===== config.mk =====
export PLATFORM = sky130hd
export DESIGN_NAME = mux_n_pipe
export DESIGN_NICKNAME = d
export VERILOG_FILES = /design/src/rtl/mux_pkg.sv /design/src/rtl/mux_n_sel.sv /design/src/rtl/mux_n_pipe.sv
export SDC_FILE = /design/constraint.sdc
export NUM_CORES = 1
export LEC_CHECK = 0
export ABC_AREA = 0
export BUFFER_PORTS_ARGS = -buffer_cell sky130_fd_sc_hd__buf_2
export CAP_MARGIN = 20
export CORE_MARGIN = 4
export CORE_UTILIZATION = 51
export CTS_CLUSTER_DIAMETER = 60
export DETAILED_ROUTE_END_ITERATION = 16
export PLACE_DENSITY = 0.93
export SYNTH_ARGS = -nofsm -noshare
export SYNTH_HDL_FRONTEND = slang
export SYNTH_HIERARCHICAL = 1
export SYNTH_SLANG_ARGS = --single-unit

===== constraint.sdc =====
create_clock -name CLK -period 2.41 [get_ports CLK]
set_input_delay 0.3615 -clock CLK [delete_from_list [all_inputs] [get_ports CLK]]
set_output_delay 0.3615 -clock CLK [all_outputs]
set_load 0.005 [all_outputs]

===== src/rtl/mux_pkg.sv =====
// Shared definitions for the pipelined N-input multiplexer.
//   - sel_w():        select width for a given input count, never below 1 bit
//   - NUM_IN_MIN/MAX: legal range of the NUM_IN parameter
//   - count_t, CNT_*: occupancy encoding of the two-entry skid buffer
package mux_pkg;

    localparam int NUM_IN_MIN = 2;
    localparam int NUM_IN_MAX = 16;

    typedef logic [1:0] count_t;

    localparam count_t CNT_EMPTY = 2'd0;
    localparam count_t CNT_ONE   = 2'd1;
    localparam count_t CNT_FULL  = 2'd2;

    // max(1, clog2(n))
    function automatic int sel_w(input int n);
        int w;
        w = $clog2(n);
        return (w < 1) ? 1 : w;
    endfunction

endpackage


===== src/rtl/mux_n_sel.sv =====
// Combinational N-to-1 word selector.
// Ports:
//   In           NUM_IN*WIDTH packed words, word k at [k*WIDTH +: WIDTH]
//   S            select index
//   Word         selected word, all-zeros when S >= NUM_IN
//   Out_of_range 1 when S >= NUM_IN
module mux_n_sel
    import mux_pkg::*;
#(
    parameter int WIDTH  = 16,
    parameter int NUM_IN = 4,
    localparam int SEL_W = sel_w(NUM_IN)
) (
    input  logic [NUM_IN*WIDTH-1:0] In,
    input  logic [SEL_W-1:0]        S,
    output logic [WIDTH-1:0]        Word,
    output logic                    Out_of_range
);

    assign Out_of_range = (int'(S) >= NUM_IN);

    // Loop over legal indices only, so an out-of-range select never
    // forms a part-select beyond the bus and falls through to zero.
    always_comb begin
        Word = '0;
        for (int k = 0; k < NUM_IN; k++) begin
            if (int'(S) == k) begin
                Word = In[k*WIDTH +: WIDTH];
            end
        end
    end

endmodule


===== src/rtl/mux_n_pipe.sv =====
// N-input multiplexer with a registered two-entry skid buffer on its output.
// A word is selected from In by S on push (In_valid && In_ready) and
// presented on Result one cycle later; entries leave in FIFO order on pop
// (Out_valid && Out_ready).
// Ports:
//   CLK        clock, rising edge
//   Reset_n    synchronous active-low reset
//   In, S      packed data inputs and select, sampled on push
//   In_valid   producer offers In/S
//   In_ready   buffer has room (count < 2); low while in reset
//   Result     selected word of the head entry (registered)
//   Out_valid  head entry is valid
//   Out_ready  consumer takes the head entry
//   Sel_err    head entry was captured with S >= NUM_IN
// Build option: define MUX_N_PIPE_SELERR_EN to store and report a select
// error bit per entry; otherwise Sel_err is tied to 0.
module mux_n_pipe
    import mux_pkg::*;
#(
    parameter int WIDTH  = 16,
    parameter int NUM_IN = 4,
    localparam int SEL_W = sel_w(NUM_IN)
) (
    input  logic                    CLK,
    input  logic                    Reset_n,
    input  logic [NUM_IN*WIDTH-1:0] In,
    input  logic [SEL_W-1:0]        S,
    input  logic                    In_valid,
    output logic                    In_ready,
    output logic [WIDTH-1:0]        Result,
    output logic                    Out_valid,
    input  logic                    Out_ready,
    output logic                    Sel_err
);

    if (NUM_IN < NUM_IN_MIN || NUM_IN > NUM_IN_MAX) begin : g_num_in_check
        $error("mux_n_pipe: NUM_IN outside legal range");
    end

    logic [WIDTH-1:0] sel_word;
    logic             sel_oor;

    mux_n_sel #(
        .WIDTH  (WIDTH),
        .NUM_IN (NUM_IN)
    ) u_sel (
        .In           (In),
        .S            (S),
        .Word         (sel_word),
        .Out_of_range (sel_oor)
    );

    count_t           count_q, count_d;
    logic [WIDTH-1:0] head_q, head_d;
    logic [WIDTH-1:0] tail_q, tail_d;

    logic push, pop;
    logic load_head, load_tail, shift;

    // Ready depends only on registered state and reset, never on Out_ready.
    assign In_ready  = Reset_n && (count_q < CNT_FULL);
    assign Out_valid = (count_q != CNT_EMPTY);
    assign Result    = head_q;

    assign push = In_valid && In_ready;
    assign pop  = Out_valid && Out_ready;

    // New word goes to the head when the head is free or being vacated in
    // the same cycle; otherwise it waits in the tail.
    assign load_head = push && ((count_q == CNT_EMPTY) || ((count_q == CNT_ONE) && pop));
    assign load_tail = push && (count_q == CNT_ONE) && !pop;
    assign shift     = pop && (count_q == CNT_FULL);

    always_comb begin
        count_d = count_q;
        head_d  = head_q;
        tail_d  = tail_q;

        case (count_q)
            CNT_EMPTY: if (push) count_d = CNT_ONE;
            CNT_ONE: begin
                if (push && !pop) begin
                    count_d = CNT_FULL;
                end else if (pop && !push) begin
                    count_d = CNT_EMPTY;
                end
            end
            CNT_FULL:  if (pop) count_d = CNT_ONE;
            default:   count_d = CNT_EMPTY;
        endcase

        if (load_head) begin
            head_d = sel_word;
        end else if (shift) begin
            head_d = tail_q;
        end
        if (load_tail) begin
            tail_d = sel_word;
        end
    end

    always_ff @(posedge CLK) begin
        if (!Reset_n) begin
            count_q <= CNT_EMPTY;
            head_q  <= '0;
            tail_q  <= '0;
        end else begin
            count_q <= count_d;
            head_q  <= head_d;
            tail_q  <= tail_d;
        end
    end

`ifdef MUX_N_PIPE_SELERR_EN
    logic head_err_q, tail_err_q;

    always_ff @(posedge CLK) begin
        if (!Reset_n) begin
            head_err_q <= 1'b0;
            tail_err_q <= 1'b0;
        end else begin
            if (load_head) begin
                head_err_q <= sel_oor;
            end else if (shift) begin
                head_err_q <= tail_err_q;
            end
            if (load_tail) begin
                tail_err_q <= sel_oor;
            end
        end
    end

    assign Sel_err = head_err_q;
`else
    logic unused_sel_oor;
    assign unused_sel_oor = sel_oor;
    assign Sel_err        = 1'b0;
`endif

endmodule


## Word-level counts from Yosys, hierarchy flattened

Cells that the tools add are included.

- Input bits: 70
- Flip-flop bits (word level): 34

- Multiplexer cells: 11
- Reductions and logical operators: 18
- $lt $le $gt $ge: 1
- Eq/ne operators: 8

Operators by type and width:

| operator | number |
|---|---|
| $mux 16 | 6 |
| $logic_and 1x1->1 | 10 |
| $mux 2 | 4 |
| $eq 2x2->1 const B | 3 |
| $pmux 2 s3 | 1 |
| $eq 2x1->1 const B | 2 |
| $logic_not 2->1 | 2 |
| $ne 2x2->1 const B | 2 |
| $reduce_bool 2->1 | 2 |
| $ne 3x1->1 const B | 1 |
| $reduce_and 3->1 | 1 |
| $logic_not 1->1 | 2 |
| $lt 2x2->1 const B | 1 |
| $logic_or 1x1->1 | 1 |

## Logic depth before layout (Yosys ltp)

Gate-level depths: netlist of the first run.

- Depth after elaboration: 8
- Depth in mapped cells: 6

## By module

Netlist of the first run, hierarchy kept.

Modules (own cells, without submodules):

| module | cells an instance | instances | area an instance (sq um) | sequential area each (sq um) |
|---|---|---|---|---|
| mux_n_pipe | 185 | 1 | 1566.5 | 680.7 |
| mux_n_sel | 22 | 1 | 435.4 | 0.0 |

## Worst setup path before layout of the first run

Ideal clock, no wire load.

- Kind: in2reg
- From: input port S[0]
- To: register head_q[13], in the netlist Result[13]
- Path buffers: 2
- Slack: 0.883 ns
- Cell stages on the path: 5
- Data required time: 2.285 ns
- Arrival: 1.402 ns
- Cells stage by stage: buf_6 -> buf_12 -> mux4_2 -> o31ai_1 -> a31oi_1

- Cells in the longest elaborated chain, start to end: 6
- Elaborated cells between the ends (all ways): 9
- Those cells by class: 3 x eq/ne; 5 x mux; 1 x reduce/logical

Ends and longest elaborated chain:

| element | line | source |
|---|---|---|
| from (decl) | mux_n_pipe.sv:27 | `input logic [SEL_W-1:0] S,` |
| $logic_not 2->1 | mux_n_sel.sv:27 | `if (int'(S) == k) begin` |
| $mux 16 (3 in series) | mux_n_sel.sv:27 |  |
| $mux 16 * | mux_n_sel.sv:27 |  |
| via sel_word[13] | mux_n_pipe.sv:40 | `logic [WIDTH-1:0] sel_word;` |
| $mux 16 * | mux_n_pipe.sv:92 | `if (load_head) begin` |
| to (signal assigned) | mux_n_pipe.sv:105 | `head_q <= '0;` |
| to (signal assigned) | mux_n_pipe.sv:109 | `head_q <= head_d;` |
| to (decl) | mux_n_pipe.sv:54 | `logic [WIDTH-1:0] head_q, head_d;` |

Mark *: on every way through the listed nets, which the timed path passes. The rest lies on a longest branch.
A chain may end at the register's enable or synchronous reset.

## Final worst setup path of the first run

- From: input port S[0]
- To: register head_q[15], in the netlist Result[15]

The elaborated chain is that of the path after synthesis.

==> results.txt, run 1 <==
* End point of the critical path: Result[15]
- The tool flagged a number of max-cap violations equal to 0.
- Syn Std Cell Area: 1990 um2
- Using the TritonRoute via totals, the vias-per-cell ratio works out to 5.93.
* Register-to-register setup slack: 910 ps
- Minimum hold slack: 363 ps
- After clock tree synthesis, the setup repair step added 0 buffers.
* Remaining antenna violation count: 0
- Summing all multi-input logic gate instances after layout gives 1140 um2.
- 89 I/O pins were placed.
- Total Neg Setup Slack: 0 ps
- Outcome: complete, no violations
- Summing all non-filler instances in the final layout gives an area of 2430 um2.
- Maximum VDD drop: 371 uV
- Relative to the synthesized area, the layout overhead comes to 21.9%.
- Pin count of the biggest net entering global routing: 33
* List of cells traversed by the critical path: buf_2 -> mux4_1 -> o31ai_1 -> a31oi_1
- Half-perimeter wire length after detailed placement: 3750 um
- Post-Route Utilization: 0.653
- Post-Synthesis Mean Instance Area: 9.71 um2
- Fin. max-slew vios: 0
- Highest net fanout along the worst path: 16
- At the later pin of the worst-skew pair, clock insertion delay measures 280 ps.
* Number of CTS-inserted buffers: 5
- CTS Hold Buffers Added: 0
* Per-cell routed wire length: 15.3 um
- Fin Clk Skew: 1.78 ps
- Counting along the longest clock path gives a buffer depth of 2.
* Slew HR: 0.595
- Wire length of the first global-routing pass: 8160 um
- Area of the die: 4970 um2
- Counting both buffers and inverters, the worst setup path holds a total of 1.
* Number of iterations in the first detailed-routing pass: 5
* Category of the worst setup path launch point: input pin
- On the critical path, the stage with the largest delay is an instance of mux4_1.
* Number of filler instances in the final layout: 298
- GRT Util Overall: 0.202
* Family with the most delay on the worst path: multiplexers
- TritonCTS built the clock tree.
* Depth of the worst register-to-register path: 3
- Worst setup EP type: flip-flop
- Yosys printed 6 warnings.
* Critical Path Start: S[0]
- Effective utilization at floorplan: 0.536
* Class of the tightest hold or removal check: input pin to flip-flop
- Start of the worst register-to-register path: count_q[1]
- Number of nets in the final layout: 349
* Initial antenna violation count: 0
- The number of antenna diodes in the final layout is 0.
- After technology mapping, the gate count stands at 205.
- The H-tree generated during clock tree synthesis spans 2 levels.
- Floorplan die width: 70.5 um
- In this run the cell area measured after placement is 2350 um2.
* Rows: 22
- Die height: 70.5 um
- Clock-pin slew was measured on the worst setup and hold paths at 60 ps.
- Ratio of total power to cell area: 512 nW/um2
- For this run the aggregate overflow at the end of global routing stands at 0.
* Area of all sequential standard cells: 681 um2
- The final hold violation count is 0.
* Syn Nets: 275
- Number of design-rule violations left by the first detailed-router iteration: 98
- Based on the critical path, the design can be clocked at up to 633 MHz.
- Wires add up to 5000 um.
- Of the cells placed in the final design, the portion with a size suffix greater than 1 is 0.405.
- Delay contributed by the slowest stage of the critical path: 650 ps
- The worst register-to-register path ends at Result[0].
- Number of setup violations in the final report: 0
- Number of cells upsized or downsized after cts: 0
* Post-route setup slack: 830 ps
* Setup Slack @ Placement: 553 ps
* Final min period: 1580 ps
- Floorplan core area: 3720 um2
- Worst EP required: 2560 ps
- Summed over all cells, the static leakage comes to 0.00101 uW.
- Dividing the final minimum period by the clock period gives 0.656.
* Critical path start-end classification: input pin to flip-flop
- Number of global-route vias before repair: 1,754
- Setup repair after global routing left no endpoint under its margin.
- Slew at the pin closest to its max-slew limit: 608 ps
- Data arrival, critical path: 1730 ps
- Clk sink count: 34
- Counting buffers and inverters, the worst setup path is 4 cells deep.
- Number of input and output port buffers inserted: 87
* Root Buffer Master: clkbuf_8
- At the end of routability-driven placement, the weighted congestion stood at 0.776.
* Vias: 1,940
- In the routed design, unresolved DRC markers number 0.
[sequential cells by signal, indices dropped and copies added, names as in the netlist]
register,cells
Result,16
tail_q,16
count_q,2
[cell type report]
class	instances	share of cell area
clock inverters	2	0.00412
multi-input cells	147	0.471
repair buffers	91	0.192
well taps	48	0.0247
flip-flops and latches	34	0.280
clock buffers	5	0.0284
[placed cells by master (no fill, tap or decap), drive strengths merged, types with 2 or more instances in the layout]
master  count
buf        91
dfxtp      34
nand2      34
o31ai      16
a31oi      16
nand3      16
o21ai      16
a21boi     16
mux4       16
clkbuf      5
nor2b       3
and3b       2
mux2i       2
clkinv      2
nand3b      2
[per-layer routing]
layer  routed length, um  GRT usage
met5                   0          0
met4                  70     0.0511
met3                 559     0.0489
met2                2240      0.314
met1                2130      0.281
[worst reg2reg max path: cells and delay by family (launching register included)]
kind | cells | cell delay [ps]
flops | 1 | 400
compound gates | 1 | 220
simple gates | 2 | 810
[metrics by stage]
stage	total power, uW	instances
global placement	863	320
finish	1240	327
floorplan	778	205
CTS	1240	327
global route	1300	327
detailed placement	869	320
[how the worst min path moves through the flow]
stage,start,end,cells past startpoint
4_1_cts,Reset_n,count_q[0],2
3_5_place_dp,tail_q[13],Result[13],2
5_1_grt,Reset_n,count_q[0],2
3_3_place_gp,tail_q[12],Result[12],2
2_1_floorplan,Out_ready,count_q[1],1
6_report,Reset_n,count_q[0],2
[power by group]
part	total, uW	leakage [uW]	internal [uW]	switching, uW
registers	604	0.000277	589	15.7
logic	254	0.000693	133	121
clock network	383	0.0000438	193	190
Note: power is estimated with default switching activity, not from simulation.
==> inputs of run 2 (changes only) <==
--- a/config.mk
+++ b/config.mk
@@ -9,10 +9,10 @@
 export BUFFER_PORTS_ARGS = -buffer_cell sky130_fd_sc_hd__buf_2
 export CAP_MARGIN = 20
 export CORE_MARGIN = 4
-export CORE_UTILIZATION = 51
+export CORE_UTILIZATION = 43
 export CTS_CLUSTER_DIAMETER = 60
 export DETAILED_ROUTE_END_ITERATION = 16
-export PLACE_DENSITY = 0.93
+export PLACE_DENSITY = 0.85
 export SYNTH_ARGS = -nofsm -noshare
 export SYNTH_HDL_FRONTEND = slang
 export SYNTH_HIERARCHICAL = 1
==> constraint.sdc (replaced) <==
create_clock -name CLK -period 1.3 [get_ports CLK]
set_input_delay 0.195 -clock CLK [delete_from_list [all_inputs] [get_ports CLK]]
set_output_delay 0.195 -clock CLK [all_outputs]
set_load 0.005 [all_outputs]
==> run 2 against run 1 <==
Compared with the run above:
- clock power rose to 3.1 times the previous value
- cell count up 4.9%
- flip-flop and latch count unchanged
- critical path depth is 2 lower
- non-clock buffer count is 11 higher
- power rose by 130%
- via count is 0.41% higher
- register-to-register slack got worse by 850 ps
- first-iteration DRC count grew 29%
- final area is 7.8% higher
- clock skew is 1.8 ps higher
==> results.txt, run 2 (same netlist as run 1, synthesis figures left out) <==
- Beginning of the worst hold path: Out_ready
* Vias: 1,948 (+0.41%)
- The worst register-to-register path begins at count_q[1].
- The placed wire-length estimate was 4070 um (+8.6%).
- Fin. max-slew vios: 0 (unchanged)
* Number of buffers and inverters on the critical path: 1 (unchanged)
* Initial antenna violation count: 0 (unchanged)
* RSZ-0062 raised after global routing: false
* Number of H-tree levels: 2 (unchanged)
- Number of input and output port buffers inserted: 87 (unchanged)
* Worst setup EP type: primary output
- Data arrival, critical path: 1070 ps (-660 ps)
- Highest net fanout along the worst path: 8 (-8)
- The total CTS buffers was 5 (unchanged).
- The largest vdd supply drop was 563 uV (+52%).
* Cell with the biggest individual delay on the critical path: dfxtp_2
* Clock-pin slew reported for the worst setup and hold paths after clock tree synthesis: 70 ps (about the same)
- The all-layer global routing usage was 0.183 (-0.0189).
* Number of standard cells in the layout, taps in and fillers out: 343 (+4.9%)
- Dividing the final minimum period by the clock period gives 0.971.
- The average via count per standard cell was 5.68 (-4.3%).
* Number of iterations in the first detailed-routing pass: 4 (-1)
* Pin count of the biggest net entering global routing: 33 (unchanged)
- The antenna cell count came to 0 (unchanged).
* Multi-input gate area: 1140 um2 (unchanged)
- Outcome: complete, no violations
- Class of the tightest hold or removal check: input pin to flip-flop
- The critical path's largest stage delay came to 360 ps (-290 ps).
- Family with the most delay on the worst path: flip-flops
- The final count of negative-setup-slack endpoints is 0 (unchanged).
* Clk sink count: 34 (unchanged)
- Ratio of total power to cell area: 1080 nW/um2 (+110%)
- Io pins: 89 (unchanged)
- Reg-to-reg endpoint: Result[5]
* TritonCTS clock tree: yes
* Floorplan core area: 4410 um2 (+19%)
- Drt total wl: 5420 um (+8.3%)
* Worst hold stages: 2 (unchanged)
- Register-to-register setup slack: 60 ps (-850 ps)
- CTS Hold Buffers Added: 0 (unchanged)
- Number of cells upsized or downsized after cts: 2 (+2)
* Die height: 76.0 um (+7.9%)
* Number of nets in the final layout: 360 (+3.2%)
* Most frequent cells in the layout: buf_2, nand2_1, dfxtp_1
- STA classifies the critical path startpoint as a flip-flop.
- Final hold vios: 0 (unchanged)
- Last weighted congestion value of the routability-driven placer: 0.772 (-0.48%)
* Number of design-rule violations left by the first detailed-router iteration: 126 (+29%)
* Most common cell after layout, fill and taps aside: buf_2
- Max-cap violations: 0 (unchanged)
* Number of filler instances in the final layout: 353 (+18%)
- Leakage: 0.00110 uW (+8.8%)
- The row count is 24 (+9.1%).
* Depth of the worst register-to-register path: 4 (+1)
- Root Buffer Master: clkbuf_8
- The maximum clock path buffer count came to 2 (unchanged).
* Share of cells above drive strength 1: 0.436 (+0.0314)
* Post-Route Utilization: 0.593 (-0.0602)
- The worst-case clock skew is 3.60 ps (+1.82 ps).
- Post-CTS setup buffer count: 0 (unchanged)
- Final min period: 1260 ps
* Post-route DRC violation count: 0 (unchanged)
* Critical path start-end classification: flip-flop to primary output
* Floorplan die width: 76.0 um (+7.9%)
* Area of the die: 5780 um2 (+16%)
* Per-cell routed wire length: 15.8 um (+3.3%)
- List of cells traversed by the critical path: or2_2 -> buf_2
- The source-to-sink clock delay at the later pin of the worst-skew pair was 290 ps (about the same).
- The initial core utilization was 0.451 (-0.0847).
- Remaining antenna violation count: 0 (unchanged)
- Relative to the synthesized area, the layout overhead comes to 31.5%.
* Highest Clock Rate: 792 MHz
- The worst hold path terminates at count_q[1].
- The combined flip-flop and latch cell area was 683 um2 (+0.37%).
* Number of global-route vias before repair: 1,925 (+9.7%)
* Wire length of the first global-routing pass: 8850 um (+8.5%)
- Worst EP required: 1110 ps (-1450 ps)
- The global route total overflow was 0 (unchanged).
- DP Cell Count: 336 (+5.0%)
## run 2: routing by layer
| layer | up-vias | GRT usage | share of wire |
|---|---|---|---|
| li1 | 939 | - | - |
| met1 | 904 | 0.245 | 0.44 |
| met2 | 103 | 0.296 | 0.48 |
| met3 | 2 | 0.0343 | 0.075 |
| met4 | 0 | 0.0605 | 0.0011 |
| met5 | - | 0 | 0 |
## run 2: layout make-up
cell class | instances | area share
multi-input cells | 147 | 0.436
flip-flops and latches | 34 | 0.261
repair buffers | 102 | 0.225
clock buffers | 5 | 0.0263
clock inverters | 3 | 0.0263
well taps | 52 | 0.0249
## run 2: metrics by stage
stage | setup WS [ps] | TNS [ps] | hold slack, ps | power [uW] | area [um2]
2_1_floorplan | -26.5 | -256 | 271 | 1450 | 2000
3_3_place_gp | -187 | -2680 | 450 | 1640 | 2480
3_5_place_dp | -235 | -3230 | 459 | 1650 | 2480
4_1_cts | 27.8 | 0 | 170 | 2830 | 2610
5_1_grt | 9.73 | 0 | 190 | 2930 | 2620
6_report | 37.6 | 0 | 178 | 2820 | 2620
## run 2: how the worst max path moves through the flow
| stage | start | to | slack, ps | depth (start not counted) |
|---|---|---|---|---|
| after floorplan | S[0] | Result[13] | -30 | 5 |
| after global placement | S[0] | Result[2] | -190 | 5 |
| after detailed placement | S[0] | Result[5] | -240 | 5 |
| after CTS | count_q[0] | Out_valid | 30 | 2 |
| after global routing | count_q[0] | Out_valid | 10 | 2 |
| final | count_q[0] | Out_valid | 40 | 2 |
## run 2: power breakdown
group,switching [uW],total [uW],internal [uW],leakage [uW]
Sequential,31.1,1120,1090,0.000278
Combinational,234,513,279,0.000757
Clock,412,1180,768,0.0000683
==> inputs of run 3 (changes only) <==
--- a/config.mk
+++ b/config.mk
@@ -12,8 +12,7 @@
 export CORE_UTILIZATION = 43
 export CTS_CLUSTER_DIAMETER = 60
 export DETAILED_ROUTE_END_ITERATION = 16
-export PLACE_DENSITY = 0.85
+export PLACE_DENSITY = 0.84
 export SYNTH_ARGS = -nofsm -noshare
 export SYNTH_HDL_FRONTEND = slang
-export SYNTH_HIERARCHICAL = 1
 export SYNTH_SLANG_ARGS = --single-unit
==> run 3 against run 2 <==
Compared with the run above:
- the run now ends with negative setup slack left
- first-iteration DRC count down 7.1%
- via count increased by 6.8%
- combinational power up 23%
- worst setup slack got worse by 94 ps
- register-to-register slack got worse by 120 ps
- synthesized cell count rose by 0.49%
- critical path type is now flip-flop to flip-flop
- largest cell class unchanged
- largest power group is now registers
==> results.txt, run 3 <==
- Data arrival, critical path: 1560 ps (+490 ps)
- The number of warnings reported in the yosys synthesis log came to 0 (-6).
- The total power was 2570 uW (-8.6%).
* Number of global-route vias before repair: 2,011 (+4.5%)
- Max-cap violations: 0 (unchanged)
- The worst path setup slack after routing was -56.1 ps (-93.7 ps).
- Per-cell routed wire length: 17.0 um (+7.7%)
* Remaining antenna violation count: 0 (unchanged)
- Number of storage elements in the synthesis netlist: 34
* Final min period: 1360 ps (+93.7 ps)
* Highest net fanout along the worst path: 12 (+4)
- Highest Clock Rate: 737 MHz (-6.9%)
* Number of iterations in the first detailed-routing pass: 4 (unchanged)
- Among all cell types in the netlist, the one instantiated most often is dfxtp_1.
- The worst-case clock skew is 4.10 ps (+0.494 ps).
- The post-route non-filler standard cell count is 347 (+1.2%).
- Category of the worst setup path launch point: flip-flop
* Share of cells above drive strength 1: 0.505 (+0.0687)
* Root Buffer Master: clkbuf_8
- The library cell used most frequently in the layout, excluding fill and tap cells, is buf_2.
- The average via count per standard cell was 6.00 (+5.6%).
- Clock network latency to the later pin of the worst-skew pair: 290 ps (about the same)
* Setup Slack @ Placement: -74.2 ps (+161 ps)
- The cell count after placement came to 337 (+0.30%).
- TritonCTS built the clock tree.
- The post-cts hold buffer count is 0 (unchanged).
* Outcome: finished, violations left
* Multi-input gate area: 1210 um2 (+6.1%)
- Violated checks: negative setup slack
- The number of nets in the synthesized netlist is 276 (+0.36%).
* Wire length of the first global-routing pass: 9390 um (+6.2%)
- The maximum number of pins on one net before global-route repair is 33 (unchanged).
- The total die area came to 5990 um2 (+3.6%).
- Most frequent cells in the layout: buf_2, dfxtp_1, nand3_1, o21ai_0
- Buffers from clock root to sink, at most: 2 (unchanged)
- The startpoint identified for the worst register-to-register timing path is count_q[0].
* Class of the tightest hold or removal check: input pin to flip-flop
- For this run, the leading register cell type out of synthesis is dfxtp_1.
- Ranking of synthesized cells by area: dfxtp_1, mux4_2, nand3_1
- Post-Synthesis Mean Instance Area: 10.1 um2 (+3.6%)
* Worst EP required: 1510 ps (+400 ps)
- The total of buffers placed on input and output ports came to 87 (unchanged).
- Top cell type by total area after synthesis: dfxtp_1
* Most instantiated cells after synthesis: dfxtp_1, nand3_1, o21ai_0
- Final hold vios: 0 (unchanged)
* Register-to-register setup slack: -60 ps (-120 ps)
- Of the post-synthesis cell area, the dominant cell type holds 0.329.
- The initial core utilization is 0.460 (+0.00904).
* Die height: 77.4 um (+1.8%)
- Io pins: 89 (unchanged)
- In this run the most critical hold path is launched from Out_ready.
- Number of nets in the final layout: 364 (+1.1%)
- Clk sink count: 34 (unchanged)
- Post-synth EDFFs: 0
- The final number of max-transition violations was 0 (unchanged).
- The static leakage is 0.00112 uW (+1.3%).
* Ratio of total power to cell area: 940 nW/um2 (-13%)
- Worst setup EP type: flip-flop
- The clock-pin slew reported for the worst setup and hold paths after clock tree synthesis was 70 ps (about the same).
- The width of the chip is 77.4 um (+1.8%).
- Synthesized instance count: 206 (+0.49%)
* Rows: 24 (unchanged)
- The path with the worst hold slack has its endpoint at count_q[1].
- The worst setup path is of the flip-flop to flip-flop kind.
- The post-synthesis instance area was 2070 um2 (+4.1%).
* Floorplan core area: 4500 um2 (+2.0%)
* Post-Route Utilization: 0.608 (+0.0148)
- Diodes inserted: 0 (unchanged)
* Number of CTS-inserted buffers: 5 (unchanged)
- The endpoint identified for the worst register-to-register timing path is Result[6].
- The initial antenna violation count came to 0 (unchanged).
- The worst hold path depth came to 2 (unchanged).
- Number of distinct library cells after synthesis: 32
- Drt total wl: 5900 um (+9.0%)
* Number of H-tree levels: 2 (unchanged)
- Critical Path Start: count_q[0]
- Post-route DRC violation count: 0 (unchanged)
* Number of setup violations in the final report: 9 (+9)
- The area growth from synthesis to layout is 32.1%.
- The largest vdd supply drop is 699 uV (+24%).
* Final global-route overflow total: 0 (unchanged)
- Total Neg Setup Slack: -228 ps (-228 ps)
* Vias: 2,081 (+6.8%)
- The all-layer global routing usage is 0.193 (+0.0104).
- The final weighted congestion of routability-driven global placement came to 0.781 (+1.2%).
- Half-perimeter wire length after detailed placement: 4280 um (+5.1%)
* Number of filler instances in the final layout: 372 (+5.4%)
- Area of all sequential standard cells: 683 um2 (unchanged)
- In the synthesized netlist the async set-or-reset flop fraction comes to 0.
* RSZ-0062 raised after global routing: true
- Depth of the worst register-to-register path: 3 (-1)
* Period utilisation layout: 1.04 (+0.0721)
- Number of design-rule violations left by the first detailed-router iteration: 117 (-7.1%)
* Sequential-to-total area share from yosys stat: 0.329
[run 3: cell types whose count changed in the layout (fill, tap and decap cells not counted), sizes merged, moves of 6 or more]
cell and delta:
o41ai +11, nand2 -32, o31ai -16, a21oi +16
nor3 +6, nand3 +11, o21ai +11, buf +6
a21boi -16
[run 3: layer usage]
layer | vias up | share of wire | track usage
met2 | 117 | 0.49 | 0.315
li1 | 972 | - | -
met4 | 0 | 0.026 | 0.101
met5 | - | 0 | 0
met3 | 13 | 0.098 | 0.0475
met1 | 979 | 0.39 | 0.237
[run 3: final cells by class]
type                       instances  share of cell area
clock buffer                       7              0.0315
clock inverter                     1             0.00183
inverter                           1             0.00137
multi-input combinational        144               0.443
sequential                        34               0.250
tap                               52              0.0238
timing repair buffer             108               0.249
[run 3: where the power goes]
part / total, uW / internal, uW / switching [uW]
sequential: 1130 / 1100 / 35.6
combinational: 630 / 341 / 288
clock: 810 / 427 / 383
total: 2570 / 1870 / 707
[run 3: how the worst max path moves through the flow]
stage / endpoint / slack [ps] / cells after the start
final: Result[6] / -60 / 3
after global routing: Result[11] / -100 / 4
after CTS: Result[15] / -20 / 3
after detailed placement: Result[9] / -70 / 5
after global placement: Result[15] / -30 / 5
after floorplan: Result[1] / -70 / 5
[run 3: logic make-up (layout without fill, tap and decap cells)]
logic type	after synthesis	count (layout)	synth area share
buf+inv	28	117	0.117
simple gates	48	48	0.132
mux	23	23	0.213
compound gates	72	72	0.208
other cells	1	1	0.00181
flops	34	34	0.329
[run 3: per-stage QoR]
step / hold WS [ps] / cell area [um2]
2_1_floorplan: 274 / 2080
3_3_place_gp: 457 / 2550
3_5_place_dp: 464 / 2550
4_1_cts: 164 / 2710
5_1_grt: 201 / 2740
6_report: 189 / 2740
[run 3: worst max-delay path, cell delays in order, from the launching register on]
cell      delay, ps
dfxtp_2         350
and4bb_4        300
or3_4           430
a31oi_1         190
[run 3: what timing repair did]
action	CTS	global route
setup buffers	2	0
resized for setup	11	10
gates cloned	0	0
pin swaps	1	0
endpoints found under the setup margin	14	23
